`src/rtl/alu_mul_sequencer.sv`:
```
// alu_mul_sequencer: shift-and-add 8-bit multiplier that borrows the shared
// add/shift ALU. In IDLE the execute stage's operands pass straight through.
// While a multiply runs, the sequencer drives the ALU and stalls the execute stage.
// Optional build macro: MUL_SKIP_ZERO_EN visits only the set bits of the multiplier.
module alu_mul_sequencer (
  input  logic       clk,
  input  logic       reset,
  input  logic       start,
  input  logic [7:0] op_a,
  input  logic [7:0] op_b,
  output logic       busy,
  output logic       done,
  output logic [7:0] product,
  output logic       product_zero,
  input  logic [7:0] ex_a,
  input  logic [7:0] ex_b,
  input  logic       ex_ctrl,
  output logic       ex_stall,
  output logic [7:0] alu_a,
  output logic [7:0] alu_b,
  output logic       alu_ctrl,
  input  logic [7:0] alu_result
);

  typedef enum logic [1:0] {
    IDLE  = 2'd0,
    SHIFT = 2'd1,
    ADD   = 2'd2
  } state_t;

  state_t     state, state_nxt;
  logic [7:0] a_r, b_r, tmp, acc;
  logic [2:0] idx;
  logic [2:0] start_idx, idx_nxt;
  logic       start_empty, last;

`ifdef MUL_SKIP_ZERO_EN
  // Returns {found, position} of the lowest set bit of v at or above 'from'.
  function automatic logic [3:0] lowest_set(input logic [7:0] v, input logic [3:0] from);
    logic [3:0] r;
    r = '0;
    for (int unsigned i = 0; i < 8; i++) begin
      if (!r[3] && v[i] && (i >= 32'(from))) r = {1'b1, 3'(i)};
    end
    return r;
  endfunction

  logic [3:0] first_hit, next_hit;

  // Start index and next index come from the set bits of the multiplier.
  always_comb begin
    first_hit   = lowest_set(op_b, 4'd0);
    next_hit    = lowest_set(b_r, {1'b0, idx} + 4'd1);
    start_idx   = first_hit[2:0];
    start_empty = !first_hit[3];
    idx_nxt     = next_hit[2:0];
    last        = !next_hit[3];
  end
`else
  // Fixed walk over all eight multiplier bits.
  always_comb begin
    start_idx   = '0;
    start_empty = 1'b0;
    idx_nxt     = idx + 3'd1;
    last        = (idx == 3'd7);
  end
`endif

  // State register.
  always_ff @(posedge clk) begin
    if (reset) state <= IDLE;
    else       state <= state_nxt;
  end

  // Next state and the ALU operand mux (execute-stage passthrough when idle).
  always_comb begin
    state_nxt = state;
    alu_a     = ex_a;
    alu_b     = ex_b;
    alu_ctrl  = ex_ctrl;
    busy      = (state != IDLE);
    case (state)
      IDLE: begin
        if (start && !start_empty) state_nxt = SHIFT;
      end
      SHIFT: begin
        alu_a     = a_r;
        alu_b     = {5'b0, idx};
        alu_ctrl  = 1'b1;
        state_nxt = ADD;
      end
      ADD: begin
        alu_a     = acc;
        alu_b     = b_r[idx] ? tmp : '0;
        alu_ctrl  = 1'b0;
        state_nxt = last ? IDLE : SHIFT;
      end
      default: state_nxt = IDLE;
    endcase
  end

  assign ex_stall = busy;

  // Operand capture, partial-product accumulation and result/done registers.
  always_ff @(posedge clk) begin
    if (reset) begin
      a_r          <= '0;
      b_r          <= '0;
      tmp          <= '0;
      acc          <= '0;
      idx          <= '0;
      product      <= '0;
      product_zero <= 1'b0;
      done         <= 1'b0;
    end else begin
      done <= 1'b0;
      case (state)
        IDLE: begin
          if (start) begin
            a_r <= op_a;
            b_r <= op_b;
            acc <= '0;
            idx <= start_idx;
            // Empty multiplier (skip build only): finish without touching the ALU.
            if (start_empty) begin
              product      <= '0;
              product_zero <= 1'b1;
              done         <= 1'b1;
            end
          end
        end
        SHIFT: tmp <= alu_result;
        ADD: begin
          acc <= alu_result;
          if (last) begin
            product      <= alu_result;
            product_zero <= (alu_result == 8'h00);
            done         <= 1'b1;
          end else begin
            idx <= idx_nxt;
          end
        end
        default: ;
      endcase
    end
  end

endmodule

```
`config.mk`:
```
export PLATFORM = sky130hd
export DESIGN_NAME = alu_mul_sequencer
export DESIGN_NICKNAME = d
export VERILOG_FILES = /design/src/rtl/alu_mul_sequencer.sv
export SDC_FILE = /design/constraint.sdc
export NUM_CORES = 1
export LEC_CHECK = 0
export CAP_MARGIN = 20
export CORE_MARGIN = 1.5
export CORE_UTILIZATION = 30
export CTS_BUF_LIST = sky130_fd_sc_hd__clkbuf_2 sky130_fd_sc_hd__clkbuf_4 sky130_fd_sc_hd__clkbuf_8
export DETAILED_ROUTE_END_ITERATION = 6
export HOLD_SLACK_MARGIN = 0.08
export PLACE_DENSITY = 0.59
export SYNTH_ARGS = -nofsm -noshare
export SYNTH_HDL_FRONTEND = slang
export SYNTH_SLANG_ARGS = --single-unit
```
`constraint.sdc`:
```
create_clock -name clk -period 2.8 [get_ports clk]
set_input_delay 0.56 -clock clk [delete_from_list [all_inputs] [get_ports clk]]
set_output_delay 0.56 -clock clk [all_outputs]
set_load 0.02 [all_outputs]
```
==> Yosys cells after proc, flatten, opt, wreduce, memory -nomap -nowiden <==
Index checks and enable logic that the tools add are counted.
W data, S select, Z words.
{ "op_classes": {"n_addsub": 1, "magnitude_cmp": 1, "n_eq_ne": 5, "mux": 15, "bitwise": 1, "n_reduce_logical": 9} }
{ "ops": {"columns": ["operator", "n"], "rows": [
  ["$pmux W8 S2", 3],
  ["$mux W8", 2],
  ["$logic_not A8 Y1", 1],
  ["$mux W3", 2],
  ["$pmux W2 S3", 1],
  ["$pmux W3 S2", 1],
  ["$reduce_and A2 Y1", 3],
  ["$lt A3 B4 Y1 const B", 1],
  ["$ne A2 B2 Y1 const B", 2],
  ["$reduce_bool A2 Y1", 2],
  ["$add A3 B1 Y3 const B", 1],
  ["$bmux W1 S3", 1],
  ["$eq A3 B3 Y1 const B", 1],
  ["$mux W1", 3],
  ["$reduce_and A3 Y1", 1],
  ["$eq A2 B1 Y1 const B", 1],
  ["$eq A2 B2 Y1 const B", 1],
  ["$logic_not A2 Y1", 1],
  ["$mux W2", 1],
  ["$pmux W1 S2", 1],
  ["$reduce_or A2 Y1", 1],
  ["$not A1 Y1", 1]
]} }
{ "word_totals": {"register_bits": 47, "input_bits": 44, "wordCells": 41} }

==> Logic depth before layout (Yosys ltp) <==
{ "depth": {"word_depth": 4, "ltp_mapped": 8, "mapped_depth_nobuf": 6} }

==> Worst setup path before layout <==
No wires, ideal clock.
{ "synth_path": {"path_type": "register -> output", "startpoint": "register state[0]", "endpoint": "output port alu_a[1]", "arrival_ns": 1.642, "required_time_ns": 2.240, "path_slack_ns": 0.598, "stages_incl_launch_ff": 7, "n_path_buf": 2, "path_cell_list": "dfxtp_1 inv_1 ha_1 clkbuf_1 clkbuf_1 nor2_1 a21oi_1"} }
{ "synth_between": {"elab_chain_cells": 2} }
{ "synth_rtl": {"columns": ["element", "line_no", "text"], "rows": [
  ["start, declared", "31", "state_t state, state_nxt;"],
  ["start signal, assigned", "72", "else state <= state_nxt;"],
  ["$eq A2 B2 Y1 / $eq A2 B1 Y1 (equally long branches)", "82", "case (state)"],
  ["$pmux W8 S2 (*)", "82", null],
  ["end, declared", "19", "output logic [7:0] alu_a,"]
]} }
Mark *: on every way between the ends. The rest lies on a longest branch, timed or not.

==> Final worst setup path <==
{ "layout_path": {"startpoint": "register state[0]", "endpoint": "output port alu_ctrl"} }
{ "layout_between": {"elab_chain_cells": 2} }
{ "layout_rtl": {"columns": ["element", "line_no", "text"], "rows": [
  ["$eq A2 B2 Y1 / $eq A2 B1 Y1 (equally long branches)", "82", null],
  ["$pmux W1 S2 (*)", "82", null],
  ["end, declared", "21", "output logic alu_ctrl,"]
]} }
Marks and branches as above.

==> summary.md <==
* **final max-slew violation count** 0
* **tightest slew margin relative to the limit** 0.4850
* **standard-cell row count** 30
* **arrival time reported for the critical path endpoint** 2080 ps
* **Area Overhead vs Synth** 40.77%
* **Async SR Flop Fraction** 0
* **warnings from Yosys** 0
* **worst IR drop on VDD** 256.3 uV
* **nets** 384
* **Internal Pwr Total** 1156 uW
* **initial drt markers** 112
* **xor and xnor fraction of the mapped netlist area** 0
* **cts bufs inserted** 5
* **global-route wire length before repair** 9301 um
* **clock tree from TritonCTS** built
* **number of buffers added on ports** 72
* **Static Leak** 0.001160 uW
* **clk sink count** 47
* **number of nets in the synthesized netlist** 322
* **layout cells sized above 1** 0.06607
* **vias in the first global route** 1925
* **dpl hpwl** 4078 um
* **compound-gate portion of the synthesized area** 0.2087
* **post-detailed-route via-to-cell ratio** 4.807
* **sequential power share** 0.446
* **multiplexer area fraction after synthesis** 0.06709
* **PD cells** 524.1 mW/mm2
* **reported net switching power** 453.6 uW
* **area of the die** 0.007794 mm2
* **Setup Fix Bufs, Post-CTS** 0
* **most repeated cell in the gate-level netlist after synthesis** nand2_1
* **antenna violations before repair** 0
* **fraction of post-synthesis cell area in the top cell type by area** 0.4312
* **element type at the critical path start** flop
* **number of synthesized register bits** 47
* **cts hold-fix bufs** 0
* **placeable core area** 0.006907 mm2
* **number of antenna repair diodes** 0
* **clock share of power** 0.305
* **count of placed standard cells in the final layout, fillers left out** 429
* **kind of end point of the critical path** primary output
* **num ports** 73
* **basic-gate share of the synthesized area counting and, or, nand and nor cells** 0.1950
* **outcome** completed
* **main flop type after synthesis** dfxtp_1
* **initial core utilization** 0.3159
* **die boundary height** 88.29 um
* **leading area contributor after synthesis** dfxtp_1
* **fraction of power spent switching nets** 0.2818
* **class of the most critical hold timing path** reg2reg
* **number of enable-type register cells in the synthesized netlist** 0
* **Layout Skew** 5.158 ps
* **category of the most critical setup path** reg2out
* **setup violators final** 0
* **floorplan die width** 88.29 um
* **maximum fanout along the worst path** 5
* **number of placed instances with taps included** 422
* **Worst-Skew Late Latency** 300 ps
* **gate count of the mapped netlist** 271
* **Worst Min Path Start** product[1]
* **top area cells in the synthesized netlist** dfxtp_1 (43%), nand2_1 (10%), a21oi_1 (8.7%)
* **total power after layout** 1610 uW
* **number of buffers between clock root and the deepest sink** 2
* **number of design rule violations left after detail routing** 0
* **post-synthesis area per instance** 8.052 um2
* **crit path time final** 2639 ps
* **overall global routing resource usage** 0.1530
* **slew at the pin closest to its max-slew limit** 771.0 ps
* **unrepaired setup endpoints after global routing** false
* **Antenna Violating Nets Remaining** 0
* **adder and majority gate portion of the synthesized area** 0.04014
* **start point of the critical path** state[0]
* **post-CTS clock slew at the launch and capture registers of the worst setup and hold paths** 80 ps
* **H-Tree Depth** 2
* **reg-to-reg startpoint** state[0]
* **combinational family with the most area after synthesis** compound AO/OA/AOI/OAI gates
* **max-cap check violation count** 0
* **Max Clk Rate** 0.3789 GHz
* **total via count after detailed routing** 2062
* **GPL Wtd Cong** 0.7681
* **sequential area share after synthesis** 0.4312
* **Clock Tree Root** clkbuf_8
* **leading post-synthesis cells by instance count** nand2_1 (58), dfxtp_1 (47), a21oi_1 (38)
* **Netlist cell types** 29
* **Fin Setup TNS** 0 ps
* **share of total power in combinational logic** 0.249
* **largest net degree at the start of global routing** 48
* **Detailed Routing Iterations Pass 1** 4
* **Hold Violations, Final** 0
* **data required time at the worst endpoint** 2240 ps
* **final worst-path cycle share** 0.9425
* **post-synthesis cell area** 0.002182 mm2
* **routed wire length** 5751 um
* **routed length per instance** 13.41 um
* **overflow left after global routing** 0
-- sequential cells by signal, summed over array words and instances (netlist names) --
signal,flops
idx,3
product_zero,1
product,8
state,2
a_r,8
b_r,8
tmp,8
done,1
acc,8
-- metrics by stage --
step | utilization | hold slack [ps] | cell area (um2) | worst slack, ps
global route | 0.4447 | 481.3 | 3072 | 80.17
detailed placement | 0.4292 | 449.4 | 2964 | 191.1
floorplan | - | 435.7 | 2182 | 597.5
global placement | 0.4292 | 442.7 | 2964 | 242.9
CTS | 0.4433 | 461.3 | 3062 | 6.408
finish | 0.4447 | 460.5 | 3072 | 161.1
-- layout make-up --
| type | instances | area (um2) |
|---|---|---|
| clock buffers | 6 | 76.32 |
| clock inverters | 1 | 30.03 |
| fillers | 716 | 3835 |
| inverters | 6 | 22.52 |
| multi-input cells | 195 | 1117 |
| flip-flops and latches | 47 | 944.7 |
| well taps | 96 | 120.1 |
| repair buffers | 78 | 760.7 |
-- critical path, stage by stage, from the launching register on --
cell,delay [ps]
dfxtp_1,420
inv_1,90
ha_2,390
mux2_2,340
clkdlybuf4s50_1,530
-- logic make-up after synthesis --
group / Yosys count
mux: 14
buf+inv: 29
flops: 47
simple gates: 104
compound gates: 70
fa+ha+maj: 7
-- metal layers --
layer	wire, um	track usage	part of all wire	vias to the layer above
met5	0	0	0	-
met4	51	0.04261	0.0089	0
met3	422	0.04104	0.073	5
met2	2543	0.2318	0.44	68
met1	2733	0.2151	0.48	943
li1	-	-	-	1046
-- layout by cell type, fill, tap and decap left out, types with 3 or more instances in the layout --
cell type        count
clkdlybuf4s50_1     56
dlymetal6s2s_1       4
a32o_1               5
nand2_1             58
nor2b_1              3
ha_1                 6
dlygate4sd2_1       12
mux2i_1             12
buf_4                6
a31o_2               3
clkbuf_8             5
a21oi_1             38
dfxtp_1             46
a22oi_1             18
nor2_1              32
inv_1                6
-- power by group through the flow --
stage,registers [uW],logic (uW),clock network [uW]
3_5_place_dp,733,426,0
5_1_grt,722,440,530
6_report,718,401,490
4_1_cts,718,408,503
2_1_floorplan,726,238,0
3_3_place_gp,735,422,0
-- worst paths after layout --
kind / endpoint / slack (ps) / depth (start not counted)
hold / removal: product[1] / 460 / 2
setup reg to reg: acc[0] / 850 / 6
hold reg to reg: product[1] / 460 / 2
setup / recovery: alu_ctrl / 160 / 4
-- repair_timing --
action                     4_1_cts  5_1_grt
gates resized for setup         15        4
setup endpoints to repair       16        4
cloned                           0        0
Power figures use the tool's default switching activity.
